[config.mk]
export PLATFORM = sky130hd
export DESIGN_NAME = timer_counter
export DESIGN_NICKNAME = d
export VERILOG_FILES = /design/src/rtl/timer_pkg.sv /design/src/rtl/timer_prescaler.sv /design/src/rtl/timer_counter.sv
export SDC_FILE = /design/constraint.sdc
export NUM_CORES = 1
export LEC_CHECK = 0
export BUFFER_PORTS_ARGS = -buffer_cell sky130_fd_sc_hd__buf_2
export CORE_MARGIN = 4
export CORE_UTILIZATION = 55
export DETAILED_ROUTE_END_ITERATION = 12
export PLACE_DENSITY_LB_ADDON = 0.15
export SLEW_MARGIN = 25
export SYNTH_ARGS = -nofsm -noshare
export SYNTH_HDL_FRONTEND = slang
export SYNTH_SLANG_ARGS = --single-unit
[constraint.sdc]
create_clock -name clk -period 6.3 [get_ports clk]
set_clock_uncertainty 0.05 [all_clocks]
set_input_delay 0.63 -clock clk [delete_from_list [all_inputs] [get_ports clk]]
set_output_delay 0.63 -clock clk [all_outputs]
set_load 0.02 [all_outputs]
[src/rtl/timer_pkg.sv]
// Shared definitions for the memory-mapped countdown timer: FSM encoding,
// register offsets, CTRL bit positions and MODE codes.
package timer_pkg;

    localparam logic [1:0] ST_IDLE = 2'd0;
    localparam logic [1:0] ST_LOAD = 2'd1;
    localparam logic [1:0] ST_CNT  = 2'd2;
    localparam logic [1:0] ST_INT  = 2'd3;

    localparam logic [1:0] ADDR_CTRL   = 2'd0;
    localparam logic [1:0] ADDR_PRESET = 2'd1;
    localparam logic [1:0] ADDR_COUNT  = 2'd2;
    localparam logic [1:0] ADDR_RSVD   = 2'd3;

    localparam int CTRL_EN       = 0;
    localparam int CTRL_MODE_LSB = 1;
    localparam int CTRL_IM       = 3;
    localparam int CTRL_W        = 4;

    localparam logic [1:0] MODE_ONESHOT = 2'b00;
    localparam logic [1:0] MODE_RELOAD  = 2'b01;

endpackage

[src/rtl/timer_prescaler.sv]
// Tick generator: one-cycle pulse every PRESCALE cycles, restarted by clr.
module timer_prescaler #(
    parameter int PRESCALE = 4
) (
    input  logic clk,
    input  logic reset,
    input  logic clr,
    output logic tick
);

    localparam int CW = (PRESCALE > 2) ? $clog2(PRESCALE) : 1;

    logic [CW-1:0] cnt_q;
    logic [CW-1:0] cnt_d;

    assign tick = (cnt_q == CW'(PRESCALE - 1));

    always_comb begin
        cnt_d = cnt_q + CW'(1);
        if (clr || tick) begin
            cnt_d = '0;
        end
    end

    always_ff @(posedge clk) begin
        if (reset) begin
            cnt_q <= '0;
        end else begin
            cnt_q <= cnt_d;
        end
    end

endmodule

[src/rtl/timer_counter.sv]
// Memory-mapped countdown timer (CTRL/PRESET/COUNT) with one-shot and
// auto-reload modes and a level irq. Define TIMER_PRESCALE_EN to slow the count.
module timer_counter
    import timer_pkg::*;
#(
    parameter int CNT_W    = 32,
    parameter int PRESCALE = 4
) (
    input  logic        clk,
    input  logic        reset,
    input  logic        sel,
    input  logic        we,
    input  logic [1:0]  addr,
    input  logic [31:0] wdata,
    output logic [31:0] rdata,
    output logic        irq
);

    logic [CTRL_W-1:0] ctrl_q, ctrl_d;
    logic [CNT_W-1:0]  preset_q, preset_d;
    logic [CNT_W-1:0]  count_q, count_d;
    logic [1:0]        state_q, state_d;
    logic              pend_q, pend_d;
    logic              reload_q, reload_d;
    logic              irq_q, irq_d;
    logic              tick;
    logic              wr_ctrl;
    logic              wr_preset;

    if (PRESCALE < 2) begin : g_bad_prescale
        $error("timer_counter: PRESCALE must be >= 2");
    end

`ifdef TIMER_PRESCALE_EN
    timer_prescaler #(
        .PRESCALE (PRESCALE)
    ) u_prescaler (
        .clk   (clk),
        .reset (reset),
        .clr   (state_q == ST_LOAD),
        .tick  (tick)
    );
`else
    assign tick = 1'b1;
`endif

    assign wr_ctrl   = sel && we && (addr == ADDR_CTRL);
    assign wr_preset = sel && we && (addr == ADDR_PRESET);

    always_comb begin
        ctrl_d   = ctrl_q;
        preset_d = preset_q;
        count_d  = count_q;
        state_d  = state_q;
        pend_d   = pend_q;
        reload_d = reload_q;

        if (wr_ctrl) begin
            ctrl_d = wdata[CTRL_W-1:0];
            pend_d = 1'b0;
        end
        if (wr_preset) begin
            preset_d = wdata[CNT_W-1:0];
            pend_d   = 1'b0;
        end

        case (state_q)
            ST_IDLE: begin
                if (ctrl_q[CTRL_EN]) begin
                    state_d = ST_LOAD;
                end
            end
            ST_LOAD: begin
                count_d  = preset_q;
                // A reload from INT keeps pend so a still-pending irq is not lost
                if (!reload_q) begin
                    pend_d = 1'b0;
                end
                reload_d = 1'b0;
                state_d  = ST_CNT;
            end
            ST_CNT: begin
                if (!ctrl_q[CTRL_EN]) begin
                    state_d = ST_IDLE;
                end else if (tick) begin
                    if (count_q <= CNT_W'(1)) begin
                        count_d = '0;
                        state_d = ST_INT;
                    end else begin
                        count_d = count_q - CNT_W'(1);
                    end
                end
            end
            default: begin
                pend_d = 1'b1;
                if (ctrl_q[CTRL_MODE_LSB +: 2] == MODE_RELOAD) begin
                    reload_d = 1'b1;
                    state_d  = ST_LOAD;
                end else begin
                    state_d = ST_IDLE;
                    // A same-cycle CPU write to CTRL decides EN
                    if (!wr_ctrl) begin
                        ctrl_d[CTRL_EN] = 1'b0;
                    end
                end
            end
        endcase

        irq_d = ctrl_q[CTRL_IM] & pend_q;
    end

    always_ff @(posedge clk) begin
        if (reset) begin
            ctrl_q   <= '0;
            preset_q <= '0;
            count_q  <= '0;
            state_q  <= ST_IDLE;
            pend_q   <= 1'b0;
            reload_q <= 1'b0;
            irq_q    <= 1'b0;
        end else begin
            ctrl_q   <= ctrl_d;
            preset_q <= preset_d;
            count_q  <= count_d;
            state_q  <= state_d;
            pend_q   <= pend_d;
            reload_q <= reload_d;
            irq_q    <= irq_d;
        end
    end

    always_comb begin
        rdata = '0;
        case (addr)
            ADDR_CTRL:   rdata = 32'(ctrl_q);
            ADDR_PRESET: rdata = 32'(preset_q);
            ADDR_COUNT:  rdata = 32'(count_q);
            default:     rdata = '0;
        endcase
    end

    assign irq = irq_q;

endmodule

Yosys cells after proc, flatten, opt, wreduce, memory -nomap -nowiden. Cells that the tools add are included.

Bits in registers: 73. Input bits: 38. Output and inout port bits: 33. Logic and storage cells: 51.

Add/subtract/negate cells: 1. Order comparisons: 1. Eq/ne operators: 8. Multiplexer cells: 19. Bitwise gates (word level): 2. Reductions and logical operators: 12.

Operator list (number): case mux 32 bit (3 select lines) (1); 2-to-1 mux 32 bit (2); case mux 32 bit (2 select lines) (1); <= comparator 32 x 1 -> 1 bit, second input constant (1); subtractor 32 x 1 -> 32 bit, second input constant (1); 2-to-1 mux 1 bit (9); == test 2 x 1 -> 1 bit, second input constant (3); 2-to-1 mux 2 bit (3); case mux 2 bit (3 select lines) (1); AND reduction 2 bit (3); == test 2 bit, second input constant (2); logical NOT 2 bit (2); != test 2 bit, second input constant (2); case mux 1 bit (2 select lines) (2); nonzero test 2 bit (2); logical AND 1 bit (3); != test 3 bit, second input constant (1); OR reduction 3 bit (1); OR reduction 2 bit (1); AND 1 bit (1); NOT 1 bit (1).

Logic depth before layout (Yosys ltp). Gate-level depths: netlist of run 1.

Depth after elaboration: 6. Depth in mapped cells: 8. Mapped depth without buffers: 8.

Worst setup path before layout of run 1. OpenSTA, ideal clock, no wires.

Kind: input port to output port. From: input addr[1]. To: output rdata[10]. Arrival: 1937 ps. Required time: 5620 ps. Path slack: 3683 ps. Cell stages on the path: 5. Path buffers: 3. Cells stage by stage: clkbuf_1 > nor2b_1 > clkbuf_1 > clkbuf_1 > a22o_1.

Cells in the longest elaborated chain, start to end: 2. Elaborated cells between the ends (all ways): 4. Classes of those cells: 2 x eq/ne; 1 x mux; 1 x reduce/logical.

RTL lines: start: declaration (RTL line timer_counter.sv:13) `input logic [1:0] addr,`; == test 2 bit, or another cell as far along (RTL line timer_counter.sv:134) `case (addr)`; case mux 32 bit (3 select lines) (*) (RTL line timer_counter.sv:134); end: declaration (RTL line timer_counter.sv:15) `output logic [31:0] rdata,`.

Every way passes the cells marked *; elsewhere a longest branch is shown, timed or not.

Worst setup path in the final report of run 1.
From: register count_q[5]. To: register count_q[27].

Cells in the longest elaborated chain, start to end: 4. Elaborated cells between the ends (all ways): 5. Classes of those cells: 1 x add/sub; 1 x order compare; 3 x mux.

RTL lines: start: declaration (RTL line timer_counter.sv:21) `logic [CNT_W-1:0] count_q, count_d;`; start signal: assignment (RTL line timer_counter.sv:124) `count_q <= count_d;`; subtractor 32 x 1 -> 32 bit or <= comparator 32 x 1 -> 1 bit (tied branches) (RTL line timer_counter.sv:90, timer_counter.sv:86); 2-to-1 mux 32 bit (*) (RTL line timer_counter.sv:86) `if (count_q <= CNT_W'(1)) begin`; 2-to-1 mux 32 bit (*) (RTL line timer_counter.sv:83) `if (!ctrl_q[CTRL_EN]) begin`; case mux 32 bit (2 select lines) (*) (RTL line timer_counter.sv:67) `case (state_q)`.

Every way passes the cells marked *; elsewhere a longest branch is shown, timed or not. The select of a mux whose other input is x is not followed. A chain may end at the register's enable or synchronous reset.

==> results of run 1 <==
==> logic make-up after synthesis <==
family / after synthesis
adders and majority gates: 2
DFF: 73
muxes: 10
AOI/OAI and AO/OA: 171
xor gates and xnor gates: 1
buffers and inverters: 55
and+or+nand+nor: 220
==> placed cells by master, fill, tap and decap left out, types with 5 or more instances in the layout <==
cell      instances
buf_4             7
a21oi_1          51
or4_1             6
o21ai_1          19
clkbuf_8          9
a22o_1           29
buf_2            70
nor3_1           14
nor4_1           11
nand3_1          15
o31ai_1           6
a32o_1            8
or3_1             7
a22oi_1           5
mux2i_1           8
dfxtp_1          73
nor2_1           31
o21ai_0          22
nand2_1         104
inv_1             8
==> power groups by stage <==
stage | combinational, uW | clock [uW] | sequential, uW
6_report | 94.3 | 448 | 476
5_1_grt | 104 | 476 | 477
4_1_cts | 93.5 | 452 | 475
3_5_place_dp | 92.8 | 0 | 486
3_3_place_gp | 90.3 | 0 | 486
2_1_floorplan | 63.8 | 0 | 482
==> worst register-to-register path, delay by kind of cell (launching register included) <==
family           cells  cell delay [ps]
AO/OA/AOI/OAI        1              280
flip-flops           1              370
AND/OR/NAND/NOR      5             2090
==> sequential cells by signal (all words and copies together), names as in the netlist <==
name	count
pend_q	1
ctrl_q	4
reload_q	1
state_q	2
count_q	32
preset_q	32
irq	1
==> layout make-up <==
cell class / instances / share of cell area
clock inverter: 7 / 0.0253
inverter: 8 / 0.00645
tap: 99 / 0.0266
clock buffer: 9 / 0.0266
timing repair buffer: 77 / 0.0866
sequential: 73 / 0.314
multi-input combinational: 404 / 0.514
==> metal layers <==
layer / wire length (um) / global-route usage
met3: 1390 / 0.0657
met5: 0 / 0
met1: 5370 / 0.417
met2: 5250 / 0.418
met4: 210 / 0.0951
==> metrics by stage <==
stage / area (sq um) / hold WS (ps) / power (uW)
floorplan: 4070 / 394 / 546
global placement: 4410 / 414 / 577
detailed placement: 4410 / 417 / 579
CTS: 4650 / 432 / 1020
global route: 4650 / 454 / 1060
finish: 4650 / 429 / 1020
==> how the worst max path moves through the flow <==
stage	end	slack (ps)	cells after the start
after floorplan	rdata[10]	3680	5
after detailed placement	count_q[27]	3520	6
after CTS	count_q[27]	3490	6
final	count_q[27]	3420	6
after global placement	rdata[23]	3420	4
after global routing	count_q[27]	3230	6
==> flow_summary.ini, run 1 <==
[logic_synthesis]
ys_seq_elements = 73
synth_area_per_cell_sq_um = 7.64
synth_edf_count = 0
synthDistinctLibCells = 58
yosysMostFrequentCell = nand2_1
synth-simple-area-share = 0.269
yosys-top-cells-area = dfxtp_1, nand2_1, a21oi_1
synth_area_leader_cell = dfxtp_1
synth_common_cells = nand2_1, dfxtp_1, a21oi_1
yosys.area_share.adder = 0.00615
synth_top_family_by_area = compound AO/OA/AOI/OAI gates
syn_nets = 572
synth_area_sq_um = 4070
yosysWarningCount = 0
ys.flop_type = dfxtp_1
synth_xor_area_frac = 0.00215
synthArstFlopShare = 0
yosysSeqAreaShare = 0.359
synthMuxAreaShare = 0.0252
synth_cells = 532
synth-compound-area-share = 0.282
netlist.area_leader.share = 0.359

[sta]
max_clock_freq_ghz = 0.347
worst_slew_pin_slew_ps = 865
layout_worst_path_cycle_share = 0.457
setup_viol = 0
layout_min_cycle_time_ps = 2880
rsz0062_at_grt = no
layout_setup_ws_ps = 3420
slew_headroom = 0.419
drv_slew = 0
hold_viol = 0
setup_tns_ps = 0

[outcome]
status = finished, final reports clean

[flow_run]
drv_cap = 0

[clock_network]
cts.sinks = 73
cts_tree = built
clkTransAtPathRegs_ps = 80
numCtsBuffers = 9
cts.path.max_buffers = 2
root_buffer = clkbuf_8
post_cts_buffers = 0
clkLatencyLatePin_ps = 350
cts-resized-gates = 0
h-tree-depth = 3
cts_hold_buf = 0

[setup_path]
crit_family = simple AND/OR/NAND/NOR gates
reg2reg_to = count_q[27]
end_kind = flip-flop
rr_startpoint = count_q[5]
cp_common_cell = nor3_1
crit_path_start_kind = flip-flop
path_cells = nor3_1, nand4_1, or4_1, nor2_1, nor3_1, a2111oi_2
crit_slowest_cell = nand4_1
critical_path_arrival_ps = 3080
critPathKind = flip-flop to flip-flop
crit_path_max_fanout = 12
rrSetupSlack_ps = 3420
worstPathRequired_ps = 6500
crit_buf_inv = 0
crit_path_start = count_q[5]
worst_path_largest_cell_delay_ps = 660
rr_worst_depth = 6

[cells_and_area]
layout.nets = 613
layout-drive-gt1-share = 0.194
multi_input_area_sq_um = 2390
regArea_sq_um = 1460
num_antenna_cells = 0
post-route-util = 0.645
nFillCells = 674
finalNonFillerCells = 677
syn_to_final_growth_pct = 14.4

[hold_path]
hold_start = preset_q[0]
min_to = preset_q[0]
min_path_cells = 2
hp-class = flip-flop to flip-flop

[floorplanning]
die_area_sq_um = 8830
pin_count = 71
start_util = 0.564
die_width_um = 94.0
die_h_um = 94.0
coreArea_sq_um = 7210
num_rows = 31

[place]
io_buffers = 70
dp_hpwl_um = 8400
place_congestion = 0.930
dp.cells = 661
dpl_worst_slack_ps = 3520

[route]
drt-initial-drc-count = 530
post_drt_wl_per_cell_um = 18.0
route.detailed.drc = 0
finalWirelength_um = 12200
drtPass1Iterations = 5
avgViaCountPerCell = 6.18
vias = 4187
postRouteAntennaNets = 0

[pwr]
power_frac_clock = 0.440
p_comb_frac = 0.093
power.density_nw_per_um2 = 219
pwr-share-seq = 0.467
power_switching_uw = 252
intPower_uw = 766
switching_share = 0.248
ir_worst_vdd_mv = 0.123
power_leakage_uw = 0.00184

[grt]
grt_overflow = 0
grt_pass1_wl_um = 20000
grt_usage = 0.288
grt_max_degree = 66
grt_pass1_vias = 3881
antenna_found_initial = 0
Power figures use the tool's default switching activity.
==> inputs of run 2 (changes only) <==
--- a/config.mk
+++ b/config.mk
@@ -7,7 +7,7 @@
 export LEC_CHECK = 0
 export BUFFER_PORTS_ARGS = -buffer_cell sky130_fd_sc_hd__buf_2
 export CORE_MARGIN = 4
-export CORE_UTILIZATION = 55
+export CORE_UTILIZATION = 51
 export DETAILED_ROUTE_END_ITERATION = 12
 export PLACE_DENSITY_LB_ADDON = 0.15
 export SLEW_MARGIN = 25
==> constraint.sdc (replaced) <==
create_clock -name clk -period 2.6 [get_ports clk]
set_clock_uncertainty 0.05 [all_clocks]
set_input_delay 0.26 -clock clk [delete_from_list [all_inputs] [get_ports clk]]
set_output_delay 0.26 -clock clk [all_outputs]
set_load 0.02 [all_outputs]
==> run 2 against run 1 <==
  * Cell area grew 3.7%
  * Clock-buffer cell count increased by 1
  * Routed wire length increased by 5.0%
  * Non-clock buffer count up 26
  * Sequential power grew 140%
  * Critical path depth grew 2
  * Largest cell class unchanged
  * Fmax increased by 20%
  * Worst hold slack lost 340 ps
==> flow_summary.ini, run 2 (synthesis results as in run 1) <==
[place]
io_buffers = 70
place_congestion = 0.977
dpl_worst_slack_ps = 222
dp_hpwl_um = 9250
dpl_cell_area_sq_um = 4620
dp.cells = 690

[cells_and_area]
final_cell_area_sq_um = 4830
layout.nets = 639
finalNonFillerCells = 706
num_antenna_cells = 0
final_cell_mix = nand2_1, dfxtp_1, buf_2
layout-drive-gt1-share = 0.227
syn_to_final_growth_pct = 18.7
layout_commonest_cell = nand2_1
largestRegisters = count_q: 32 flops, preset_q: 32 flops, ctrl_q: 4 flops

[sta]
hold_viol = 0
layout_worst_path_cycle_share = 0.926
max_clock_freq_ghz = 0.415
worst_slew_pin_slew_ps = 725
hold_ws_ps = 88.5
slew_headroom = 0.513
rsz0062_at_grt = no
layout_min_cycle_time_ps = 2410
setup_tns_ps = 0
setup_viol = 0
drv_slew = 0
layout_setup_ws_ps = 192

[grt]
grt_pass1_wl_um = 20500
grt_max_degree = 55
grt_overflow = 0
grt_usage = 0.265
antenna_found_initial = 0
grt_pass1_vias = 3977

[setup_path]
critPathKind = flip-flop to flip-flop
end_kind = flip-flop
crit_path_max_fanout = 11
crit_path_start_kind = flip-flop
critical_path_arrival_ps = 2640
worstPathRequired_ps = 2840

[hold_path]
hp-class = primary input to flip-flop

[route]
postRouteAntennaNets = 0
finalWirelength_um = 12800
drtPass1Iterations = 5
avgViaCountPerCell = 6.19
vias = 4371
route.detailed.drc = 0
drt-initial-drc-count = 322
post_drt_wl_per_cell_um = 18.2

[floorplanning]
die_width_um = 97.3
num_rows = 32
die_h_um = 97.3
coreArea_sq_um = 7730
start_util = 0.526
die_area_sq_um = 9470
pin_count = 71

[clock_network]
numCtsBuffers = 9
post_cts_buffers = 0
cts.sinks = 73
clkTransAtPathRegs_ps = 90
cts_tree = built
clkLatencyLatePin_ps = 360
h-tree-depth = 3
cts_hold_buf = 0
cts.path.max_buffers = 2
root_buffer = clkbuf_8
cts-resized-gates = 0

[outcome]
status = finished, final reports clean

[flow_run]
drv_cap = 0

[pwr]
power_leakage_uw = 0.00195
power.density_nw_per_um2 = 487
ir_worst_vdd_mv = 0.303
==> run 2: metal layers <==
metal	vias to the layer above	wire length [um]	track usage
met4	0	255	0.0863
met3	23	1280	0.0510
li1	2074	-	-
met1	2029	5790	0.380
met2	245	5510	0.401
met5	-	0	0
==> run 2: cell type report <==
class / instances / area, sq um
fillers: 706 / 2900
multi-input cells: 404 / 2390
flip-flops and latches: 73 / 1460
repair buffers: 103 / 611
clock buffers: 10 / 138
well taps: 102 / 128
clock inverters: 6 / 72.6
inverters: 8 / 30.0
==> run 2: critical path, stage by stage (launching register included) <==
cell	delay [ps]
dfxtp_1	450
inv_1	70
ha_1	250
o211ai_1	420
nor4_2	90
buf_4	210
or4_1	470
o21ai_0	190
a32o_1	150
==> run 2: worst paths after layout <==
check,start,endpoint,slack [ps],cells past startpoint
hold reg to reg,preset_q[14],preset_q[14],430,2
setup / recovery,count_q[0],count_q[9],190,8
hold / removal,wdata[31],preset_q[31],90,3
setup reg to reg,count_q[0],count_q[9],190,8
==> run 2: per-stage QoR <==
step	utilization	total power, uW
after detailed placement	0.597	1420
after global routing	0.625	2430
final	0.625	2350
after CTS	0.625	2350
after floorplan	-	1320
after global placement	0.597	1410
==> run 2: power breakdown <==
| group | internal (uW) | switching [uW] | total, uW |
|---|---|---|---|
| Clock | 480 | 471 | 951 |
| Sequential | 1130 | 20.5 | 1150 |
| Combinational | 96.5 | 149 | 245 |
| Total | 1710 | 640 | 2350 |
==> inputs of run 3 (changes only) <==
--- a/config.mk
+++ b/config.mk
@@ -10,6 +10,7 @@
 export CORE_UTILIZATION = 51
 export DETAILED_ROUTE_END_ITERATION = 12
 export PLACE_DENSITY_LB_ADDON = 0.15
+export REMOVE_ABC_BUFFERS = 1
 export SLEW_MARGIN = 25
 export SYNTH_ARGS = -nofsm -noshare
 export SYNTH_HDL_FRONTEND = slang
==> run 3 against run 2 <==
  * Register-to-register slack about the same
  * Routed wire length is 6.6% lower
  * Sequential power about the same
  * Via count down 2.7%
  * Combinational power down 2%
  * Fmax is 0.35% higher
  * Total power is 5.5% lower
  * Worst setup slack better by 8.3 ps
  * Cell area down 1.4%
  * Die area unchanged
  * Critical path type unchanged
==> flow_summary.ini, run 3 (synthesis results as in run 1) <==
[outcome]
status = finished, final reports clean

[setup_path]
crit_slowest_cell = or4_1
crit_buf_inv = 2
end_kind = flip-flop
crit_family = compound AO/OA/AOI/OAI gates
critical_path_arrival_ps = 2640
critPathKind = flip-flop to flip-flop
worst_path_largest_cell_delay_ps = 470
worstPathRequired_ps = 2850
rrSetupSlack_ps = 200
path_cells = inv_1, ha_1, o211ai_1, nor4_1, buf_4, or4_1, o21ai_0, a32o_1
crit_path_max_fanout = 11
crit_path_start_kind = flip-flop

[hold_path]
hp-class = primary input to flip-flop

[floorplanning]
die_h_um = 97.3
pin_count = 71
die_area_sq_um = 9470
coreArea_sq_um = 7730
die_width_um = 97.3
start_util = 0.526
num_rows = 32

[grt]
antenna_found_initial = 0
grt_pass1_wl_um = 19900
grt_pass1_vias = 4013
grt_usage = 0.250
grt_overflow = 0
grt_max_degree = 39

[cells_and_area]
layout_commonest_cell = nand2_1
post-route-util = 0.616
layout-drive-gt1-share = 0.218
largestRegisters = count_q: 32 flops, preset_q: 32 flops, ctrl_q: 4 flops
num_antenna_cells = 0
syn_to_final_growth_pct = 17.0
layout.nets = 635
final_cell_mix = nand2_1, dfxtp_1, buf_2

[clock_network]
numCtsBuffers = 9
clkLatencyLatePin_ps = 350
clkTransAtPathRegs_ps = 80
cts.sinks = 73
cts.path.max_buffers = 2
h-tree-depth = 3
cts_tree = built
root_buffer = clkbuf_8
cts_hold_buf = 0

[route]
route.detailed.drc = 0
post_drt_wl_per_cell_um = 17.1
drt-initial-drc-count = 248
vias = 4254
finalWirelength_um = 12000
drtPass1Iterations = 6
postRouteAntennaNets = 0
avgViaCountPerCell = 6.06

[place]
place_congestion = 0.971
dp_hpwl_um = 8230
io_buffers = 70

[sta]
layout_worst_path_cycle_share = 0.923
drv_slew = 0
hold_viol = 0
rsz0062_at_grt = no
setup_viol = 0
max_clock_freq_ghz = 0.417
layout_min_cycle_time_ps = 2400
setup_tns_ps = 0
worst_slew_pin_slew_ps = 805
slew_headroom = 0.459
hold_ws_ps = 90.3

[pwr]
power_leakage_uw = 0.00192
power_uw = 2220
power.density_nw_per_um2 = 466
ir_worst_vdd_mv = 0.266

[flow_run]
drv_cap = 0
## run 3: cell types whose count changed in the layout (fill, tap and decap cells not counted), sizes merged
cell and change:
buf -4, clkbuf +2, clkinvlp +2, inv -2, bufinv -1, clkinv -1
## run 3: worst paths after layout
path	startpoint	to	cells past startpoint
worst min register to register	preset_q[14]	preset_q[14]	2
worst min-delay path	wdata[8]	preset_q[8]	3
worst max-delay path	count_q[0]	count_q[13]	8
worst max register to register	count_q[0]	count_q[13]	8
## run 3: layout make-up
type | instances | area [sq um]
clock buffers | 12 | 155
clock inverters | 4 | 27.5
fillers | 725 | 2970
inverters | 8 | 30.0
multi-input cells | 404 | 2390
flip-flops and latches | 73 | 1460
well taps | 102 | 128
repair buffers | 99 | 568
## run 3: per-layer routing
metal,global-route usage,vias to the layer above,share of wire
li1,-,2063,-
met1,0.339,1989,0.45
met2,0.401,176,0.46
met3,0.0402,26,0.069
met4,0.0958,0,0.021
met5,0,-,0
## run 3: metrics by stage
stage / instance area (sq um) / instances / worst slack [ps]
global route: 4760 / 702 / 21.7
finish: 4760 / 702 / 201
floorplan: 3870 / 485 / -177
global placement: 4570 / 686 / 339
detailed placement: 4570 / 686 / 191
CTS: 4750 / 702 / 151
## run 3: where the power goes
part           internal [uW]  switching, uW
combinational           91.6            148
clock                    397            434
sequential              1130           16.1
## run 3: timing repair
action / 4_1_cts / 5_1_grt
endpoints found under the setup margin: 0 / 2
buffers inserted: 0 / 0
resized for setup: 0 / 1
## run 3: worst min-delay path, stage by stage
cell and delay, ps:
buf_2 90, nand2_1 40, a21oi_1 50
